`config.mk`:
```
export PLATFORM = sky130hd
export DESIGN_NAME = fir_peak_meter
export DESIGN_NICKNAME = d
export VERILOG_FILES = /design/src/rtl/fir_meter_pkg.sv /design/src/rtl/lane_abs_max.sv /design/src/rtl/fir_peak_meter.sv
export SDC_FILE = /design/constraint.sdc
export NUM_CORES = 1
export LEC_CHECK = 0
export ABC_AREA = 0
export CAP_MARGIN = 40
export CORE_ASPECT_RATIO = 0.5
export CORE_MARGIN = 1.5
export CORE_UTILIZATION = 45
export DETAILED_ROUTE_END_ITERATION = 10
export PLACE_DENSITY = 0.7
export SLEW_MARGIN = 40
export SYNTH_ARGS = -nofsm -noshare
export SYNTH_HDL_FRONTEND = slang
export SYNTH_SLANG_ARGS = --single-unit
```
`constraint.sdc`:
```
create_clock -name clk -period 17.7 [get_ports clk]
set_input_delay 3.54 -clock clk [delete_from_list [all_inputs] [get_ports clk]]
set_output_delay 3.54 -clock clk [all_outputs]
set_load 0.02 [all_outputs]
```
`src/rtl/fir_meter_pkg.sv`:
```
// fir_meter_pkg: shared FSM state type and rounding constants for the FIR peak meter
package fir_meter_pkg;
    typedef enum logic [2:0] {IDLE, SETTLE, MEASURE, FLUSH, DONE} state_t;
    localparam int ROUND_BIAS = 2 ** 14;
    localparam int Q15_MAX    = 2 ** 15 - 1;
endpackage

```
`src/rtl/lane_abs_max.sv`:
```
// lane_abs_max: combinational saturating |y| per lane followed by an unsigned max over lanes
//  y  in  L x IN_WIDTH  signed lanes
//  m  out IN_WIDTH-1    largest magnitude; the most negative input maps to 2^(IN_WIDTH-1)-1
module lane_abs_max #(
    parameter int L        = 3,
    parameter int IN_WIDTH = 40
) (
    input  logic [L-1:0][IN_WIDTH-1:0] y,
    output logic [IN_WIDTH-2:0]        m
);
    logic [L-1:0][IN_WIDTH-2:0] a;

    genvar i;
    for (i = 0; i < L; i++) begin : g_abs
        logic [IN_WIDTH-1:0] n;
        assign n = -y[i];
        // Only the most negative value negates to itself (sign still set), so that is the saturation case.
        assign a[i] = !y[i][IN_WIDTH-1] ? y[i][IN_WIDTH-2:0] : n[IN_WIDTH-1] ? '1 : n[IN_WIDTH-2:0];
    end

    always_comb begin
        m = '0;
        for (int k = 0; k < L; k++) m = a[k] > m ? a[k] : m;
    end
endmodule

```
`src/rtl/fir_peak_meter.sv`:
```
// fir_peak_meter: windowed peak |y| meter over the parallel FIR output lanes
//  clk, rst_n      clock and synchronous active-low reset
//  start           begin a measurement (accepted only in IDLE)
//  settle_cycles   cycles ignored after start, latched on start
//  window_cycles   cycles measured, latched on start, 0 acts as 1
//  y               L signed lanes, Q10.30
//  busy            high while settling, measuring or flushing
//  peak            raw unsigned peak magnitude, Q9.30
//  peak_q15        peak rounded half-up to Q1.15 and saturated
//  peak_valid      one-cycle pulse once the results are final
//  sat_seen        a measured magnitude reached 1.0
module fir_peak_meter import fir_meter_pkg::*; #(
    parameter int L         = 3,
    parameter int IN_WIDTH  = 40,
    parameter int FRAC_IN   = 30,
    parameter int OUT_WIDTH = 16,
    parameter int CNT_WIDTH = 16
) (
    input  logic                       clk,
    input  logic                       rst_n,
    input  logic                       start,
    input  logic [CNT_WIDTH-1:0]       settle_cycles,
    input  logic [CNT_WIDTH-1:0]       window_cycles,
    input  logic [L-1:0][IN_WIDTH-1:0] y,
    output logic                       busy,
    output logic [IN_WIDTH-2:0]        peak,
    output logic [OUT_WIDTH-1:0]       peak_q15,
    output logic                       peak_valid,
    output logic                       sat_seen
);
    localparam logic [IN_WIDTH-1:0]         BIAS = IN_WIDTH'(ROUND_BIAS);
    localparam logic [IN_WIDTH-OUT_WIDTH:0] QMAX = (IN_WIDTH - OUT_WIDTH + 1)'(Q15_MAX);
    localparam logic [IN_WIDTH-2:0]         ONE  = {{(IN_WIDTH - 2 - FRAC_IN){1'b0}}, 1'b1, {FRAC_IN{1'b0}}};

    state_t                  state;
    logic [CNT_WIDTH-1:0]    cnt, win_m1;
    logic [IN_WIDTH-2:0]     m_c, m_r;
    logic [IN_WIDTH-1:0]     rnd;
    logic [IN_WIDTH-OUT_WIDTH:0] q;

    lane_abs_max #(.L(L), .IN_WIDTH(IN_WIDTH)) u_abs (.y(y), .m(m_c));

    assign rnd = {1'b0, peak} + BIAS;
    assign q   = rnd[IN_WIDTH-1:OUT_WIDTH-1];

    // SETTLE is left one edge after its count expires so that MEASURE folds exactly the
    // m_r values captured from the window samples (m_r lags y by one edge).
    always_ff @(posedge clk) begin
        if (!rst_n) begin
            state      <= IDLE;
            cnt        <= '0;
            win_m1     <= '0;
            m_r        <= '0;
            busy       <= 1'b0;
            peak       <= '0;
            peak_q15   <= '0;
            peak_valid <= 1'b0;
            sat_seen   <= 1'b0;
        end else begin
            m_r        <= m_c;
            peak_valid <= state == DONE;
            case (state)
                IDLE: if (start) begin
                    state    <= SETTLE;
                    cnt      <= settle_cycles;
                    win_m1   <= window_cycles == '0 ? '0 : window_cycles - 1'b1;
                    busy     <= 1'b1;
                    peak     <= '0;
                    sat_seen <= 1'b0;
                end
                SETTLE: begin
                    state <= cnt == '0 ? MEASURE : SETTLE;
                    cnt   <= cnt == '0 ? win_m1 : cnt - 1'b1;
                end
                MEASURE: begin
                    peak     <= m_r > peak ? m_r : peak;
                    sat_seen <= sat_seen | (m_r >= ONE);
                    state    <= cnt == '0 ? FLUSH : MEASURE;
                    cnt      <= cnt == '0 ? cnt : cnt - 1'b1;
                end
                FLUSH: begin
                    peak_q15 <= q > QMAX ? OUT_WIDTH'(Q15_MAX) : q[OUT_WIDTH-1:0];
                    busy     <= 1'b0;
                    state    <= DONE;
                end
                DONE:    state <= IDLE;
                default: state <= IDLE;
            endcase
        end
    end
endmodule

```
---- Yosys cells after proc, flatten, opt, wreduce, memory -nomap -nowiden ----
Index checks and enable logic that the tools add are counted.
operators by class
  add/subtract/negate cells ............... 6
  multipliers ............................. 0
  div/mod/pow operators ................... 0
  $lt $le $gt $ge ......................... 6
  equal/unequal tests ..................... 7
  shift operators ......................... 0
  multiplexer cells ....................... 26
  bitwise logic cells ..................... 1
  reduce and logical (&&, ||, !) cells .... 11
operators by type and width
  kind                                                                               count
  39-bit 2-to-1 mux                                                                  11
  40-bit negation                                                                    3
  39-bit greater-than comparator                                                     3
  16-bit 2-to-1 mux                                                                  5
  39-bit case mux with 2 select lines                                                1
  16-bit case mux with 3 select lines                                                1
  39-bit by 15-bit adder with 40-bit output, second input constant                   1
  39-bit by 31-bit >= comparator with 1-bit output, second input constant            1
  39-bit by 1-bit greater-than comparator with 1-bit output, second input constant   1
  16-bit logical NOT                                                                 2
  16-bit by 1-bit subtractor with 16-bit output, second input constant               2
  25-bit by 15-bit greater-than comparator with 1-bit output, second input constant  1
  3-bit case mux with 4 select lines                                                 1
  3-bit by 2-bit equality test with 1-bit output, second input constant              2
  2-bit inequality test, second input constant                                       3
  2-bit AND reduction                                                                3
  3-bit AND reduction                                                                2
  1-bit case mux with 2 select lines                                                 2
  2-bit nonzero test                                                                 2
  3-bit by 1-bit equality test with 1-bit output, second input constant              1
  3-bit equality test, second input constant                                         1
  3-bit logical NOT                                                                  1
  1-bit 2-to-1 mux                                                                   3
  3-bit 2-to-1 mux                                                                   1
  other kinds (3)                                                                    3
word-level totals
  flip-flop bits (word level) ............. 132
  bits in latches ......................... 0
  memory bits (writable) .................. 0
  bits in read-only memories .............. 0
  bits of input ports ..................... 155
  logic and storage cells ................. 66
  memories kept ........................... 0

---- Depth between registers and ports, before layout ----
  depth after elaboration ................. 9
  gate-level depth with buffers ........... 31
  gate-level depth less buffers ........... 27

---- Cells and area by module ----
From an unflattened synthesis, not the netlist that was laid out.
second synthesis, totals
  cells, all modules ...................... 1687
  area total of the unflattened synthesis .. 12746.0 um2
modules (own cells, without submodules)
  module          instances  cells an instance  area an instance (um2)  sequential area each (um2)
  fir_peak_meter  1          787                6685.2                  2642.5
  lane_abs_max    1          900                6060.8                  0.0

---- Least setup slack after synthesis ----
OpenSTA, ideal clock, no wires.
  kind .................................... in2reg
  start ................................... in y[53] in the netlist's numbering
  end ..................................... reg m_r[12]
  arrival time ............................ 9.893 ns
  data required time ...................... 17.572 ns
  slack ................................... 7.679 ns
  cell stages on the path ................. 26
  buffers on the path ..................... 3
  cells stage by stage .................... or4_4 or4_4 or4_4 buf_6 or4_1 a21o_1 nand2_1 inv_1 ha_1 and4_1 nand2_1 or3_1 o221a_2 nor2_1 clkbuf_1 mux2i_1 ha_1 nand2_1 o21a_1 nor4_1 o21ai_0 and3_1 a22oi_1 clkbuf_1 a31oi_1 a21boi_1
between the ends
  longest elaborated chain between the ends .. 7
RTL lines
  item                            line                  RTL
  start, declared                 fir_peak_meter.sv:24  input logic [L-1:0][IN_WIDTH-1:0] y,
  40-bit negation                 lane_abs_max.sv:16    assign n = -y[i];
  39-bit 2-to-1 mux               lane_abs_max.sv:18    assign a[i] = !y[i][IN_WIDTH-1] ? y[i][IN_WIDTH-2:0] : n[IN_WIDTH-1] ? '1 : n[IN_WIDTH-2:0];
  39-bit 2-to-1 mux *             lane_abs_max.sv:18
  39-bit greater-than comparator  lane_abs_max.sv:23    for (int k = 0; k < L; k++) m = a[k] > m ? a[k] : m;
  39-bit 2-to-1 mux *             lane_abs_max.sv:23
  39-bit greater-than comparator  lane_abs_max.sv:23
  39-bit 2-to-1 mux *             lane_abs_max.sv:23
  end signal, assigned            fir_peak_meter.sv:60  m_r <= m_c;
  end, declared                   fir_peak_meter.sv:37  logic [IN_WIDTH-2:0] m_c, m_r;
Every way passes the cells marked *; elsewhere a longest branch is shown, timed or not.
A chain may end at the register's enable or synchronous reset.

---- Worst setup path in the final report ----
  start ................................... in y[40] in the netlist's numbering
  end ..................................... reg m_r[31]
The elaborated chain is that of the path after synthesis.

==> summary.txt <==
Worst hold path
  – Hold path cells: 2
  – Worst hold path type: register to register
  – HP Start: busy
  – Hold worst-path end: busy

Synthesis
  – Largest family of logic cells by synthesized area: simple AND/OR/NAND/NOR gates
  – Proportion of synthesized area in mux cells: 0.05273
  – Synth Flop Type: dfxtp_1
  – Netlist Area Pre-Place: 0.01220 mm2
  – Register area share after synthesis: 0.2167
  – Most area-hungry cell type in the Yosys netlist: dfxtp_1
  – Async SR Flop Fraction: 0
  – Xor/xnor share of the synthesized area: 0.05961
  – Post-synth cell types: 73
  – Register bit total from synthesis: 132
  – Share of the synthesized area in the top cell type: 0.2167
  – Adder-Cell Fraction of Synth Area: 0.1262
  – Synth Area in Simple Gates: 0.2577
  – Post-Synthesis Cells: 1,659
  – Yosys warnings: 0
  – EDFF count, synth: 0
  – Syn avg cell area: 7.351 um2
  – Compound-gate portion of the synthesized area: 0.2331
  – Synth Net Count: 1,937
  – Area contributors post-synth: dfxtp_1, ha_1, nand2_1, mux2i_1, nor2_1

Cells and area
  – Final core occ: 0.5751
  – Most frequent cells in the layout: nand2_1, clkdlybuf4s50_1, nor2_1
  – Ant diodes: 0
  – Share of cells above drive strength 1: 0.04518
  – Nets: 2,103
  – Most common cell after layout, fill and taps aside: nand2_1
  – Post-Layout Cell Count: 2,189
  – Final Instance Area: 0.01526 mm2
  – Area growth, synth to finish: 25.15%

Clock network
  – CTS resizes: 0
  – TritonCTS Buffers: 17
  – CTS Buffer Depth: 2
  – Clock sinks: 132
  – Worst-path clk slew: 0.06 ns
  – Hold Buf Count CTS: 0
  – Post-CTS Setup Inserts: 0
  – Clock root cell: clkbuf_16
  – TritonCTS clock tree: yes
  – Clk Latency, worst-skew pair: 0.43 ns
  – Htree depth: 4

Power and ir drop
  – Net Sw Power: 0.4099 mW
  – Switching Share: 0.3486
  – Total power: 1.176 mW
  – Clk pwr share: 0.331
  – Flop pwr share: 0.304
  – Pwr dens: 77.04 mW/mm2
  – Logic pwr share: 0.365
  – Peak VDD IR: 0.05283 mV
  – Leakage Power: 6.177 nW
  – P_int: 0.7659 mW

Drt
  – Drt pass-1 iters: 6
  – Avg WL per Cell: 17.52 um
  – DRC viols: 0
  – 1st-iter DRT viols: 1,502
  – Detailed Route WL: 38.35 mm
  – Routed vias/inst: 5.887
  – Final ANT Viol Nets: 0
  – Via count: 12,890

STA
  – Setup ws final: 6.370 ns
  – Achievable frequency: 88.26 MHz
  – RSZ-0062 raised after global routing: false
  – Final Hold Violating Endpoints: 0
  – Minimum clock period: 11.33 ns
  – Hold Slack: 0.4631 ns
  – Clock skew: 0.008277 ns
  – Final period utilization: 0.6401
  – Worst slew margin: 0.4175
  – Setup TNS: 0 ns
  – Tightest Pin Transition: 0.8646 ns
  – Count of final setup violators: 0
  – Max Slew Vio Count: 0

Die
  – Core Area: 0.02654 mm2
  – Die X: 235.8 um
  – Row cnt: 42
  – I/O pins: 213
  – Die Height: 119.4 um
  – Initial Util: 0.4595
  – Die area: 0.02816 mm2

Setup path
  – Worst EP required: 18.02 ns
  – Crit Path Class: input port to register
  – Register-to-Register Path Depth: 11
  – Worst EP arrival: 11.65 ns
  – Worst setup EP type: register
  – Critical Path Start Type: input port
  – End of the worst register-to-register path: peak[8]
  – Worst reg-to-reg setup slack: 14.42 ns
  – R2r startpoint: peak[16]
  – Crit path max fanout: 31

Run status
  – Outcome: complete, no violations

GRT
  – All-layer global routing usage: 0.2705
  – Largest net degree at the start of global routing: 51
  – Initial antenna violation count: 0
  – Grt total ovfl: 0
  – Via count of the first global-routing pass: 11,730
  – First-pass GRT wire length: 61.77 mm

Place
  – Pre-CTS WS: 5.692 ns
  – Dpl hpwl: 30.15 mm
  – Placed cells: 2,157
  – GPL Wtd Cong: 0.9697
  – Area after DPL: 0.01460 mm2
  – Port Buffers: 212

Flow run
  – Max-Cap Viols: 0
critical path, stage by stage:
cell and delay (ns):
clkdlybuf4s50_1 0.52, inv_1 0.10, ha_1 0.23, or4b_1 0.51, or4_4 0.48, or4_1 0.64, nor4_2 0.26, a21boi_1 0.11
o22a_1 0.25, ha_1 0.31, and4_1 0.22, nand2_1 0.09, or3_1 0.40, o221a_2 0.32, nor2_4 0.53, buf_4 0.42
mux2i_1 0.35, ha_1 0.31, a21oi_1 0.15, nand2_1 0.06, a211oi_1 0.26, nor2_1 0.07, o41ai_1 0.38, a22oi_2 0.21
buf_4 0.23, nand2b_1 0.32, o21ai_0 0.34
cells by family (layout without fill, tap and decap cells):
group                    Yosys count  count (layout)
multiplexers                      64              64
AO/OA/AOI/OAI                    434             434
XOR/XNOR                          83              83
flip-flops                       132             132
adder cells (fa/ha/maj)          123             123
buffers and inverters            168             346
AND/OR/NAND/NOR                  655             655
layout make-up:
cell class	count	area, um2
Clock buffer	17	425.4
Multi-Input combinational cell	1359	8945
Clock inverter	14	229.0
Sequential cell	132	2643
Tap cell	352	440.4
Inverter	85	319.1
Fill cell	2501	11280
Timing Repair Buffer	230	2261
how the worst max path moves through the flow:
stage                     startpoint       to  slack (ns)  depth (start not counted)
after CTS                      y[40]  m_r[23]        6.13                         29
final                          y[40]  m_r[31]        6.37                         27
after global routing           y[40]  m_r[31]        5.74                         28
after global placement         y[40]  m_r[23]        5.89                         28
after detailed placement       y[41]  m_r[23]        5.69                         29
after floorplan                y[53]  m_r[12]        7.68                         26
per-layer routing:
metal | part of all wire | vias to the layer above | global-route usage
met4 | 0.014 | 0 | 0.05847
met2 | 0.43 | 503 | 0.4234
met1 | 0.48 | 5943 | 0.3903
met3 | 0.076 | 43 | 0.04103
li1 | - | 6397 | -
met5 | 0 | - | 0
synthesized netlist by cell type (12+ instances only):
cell      instances
nor4_1           24
clkbuf_1         66
a31oi_1          23
o31ai_1          19
a21o_1           23
nand2_1         222
xnor2_1          23
dfxtp_1         132
and2_1           17
nand2b_1         12
or4_1            12
xor2_1           60
mux2i_1          62
a22oi_1          17
a21oi_1          90
nor3_1           60
o22ai_1          16
o21ai_0         105
nand3_1          66
o21a_1           24
nand4_1          27
o311a_1          12
inv_1            85
nor2_1          140
or3_1            20
ha_1            123
power groups by stage:
stage / Clock (mW) / Sequential, mW / Combinational [mW]
floorplan: 0 / 0.353 / 0.285
global placement: 0 / 0.362 / 0.414
detailed placement: 0 / 0.362 / 0.418
CTS: 0.394 / 0.356 / 0.422
global route: 0.407 / 0.361 / 0.479
finish: 0.390 / 0.357 / 0.429
flip-flops by register name, indices dropped and copies added, names as in the netlist:
register and flops:
m_r 39, peak 39, cnt 16, peak_q15 16
win_m1 16, state 3, busy 1, peak_valid 1
sat_seen 1
(Power assumes the default switching activity.)
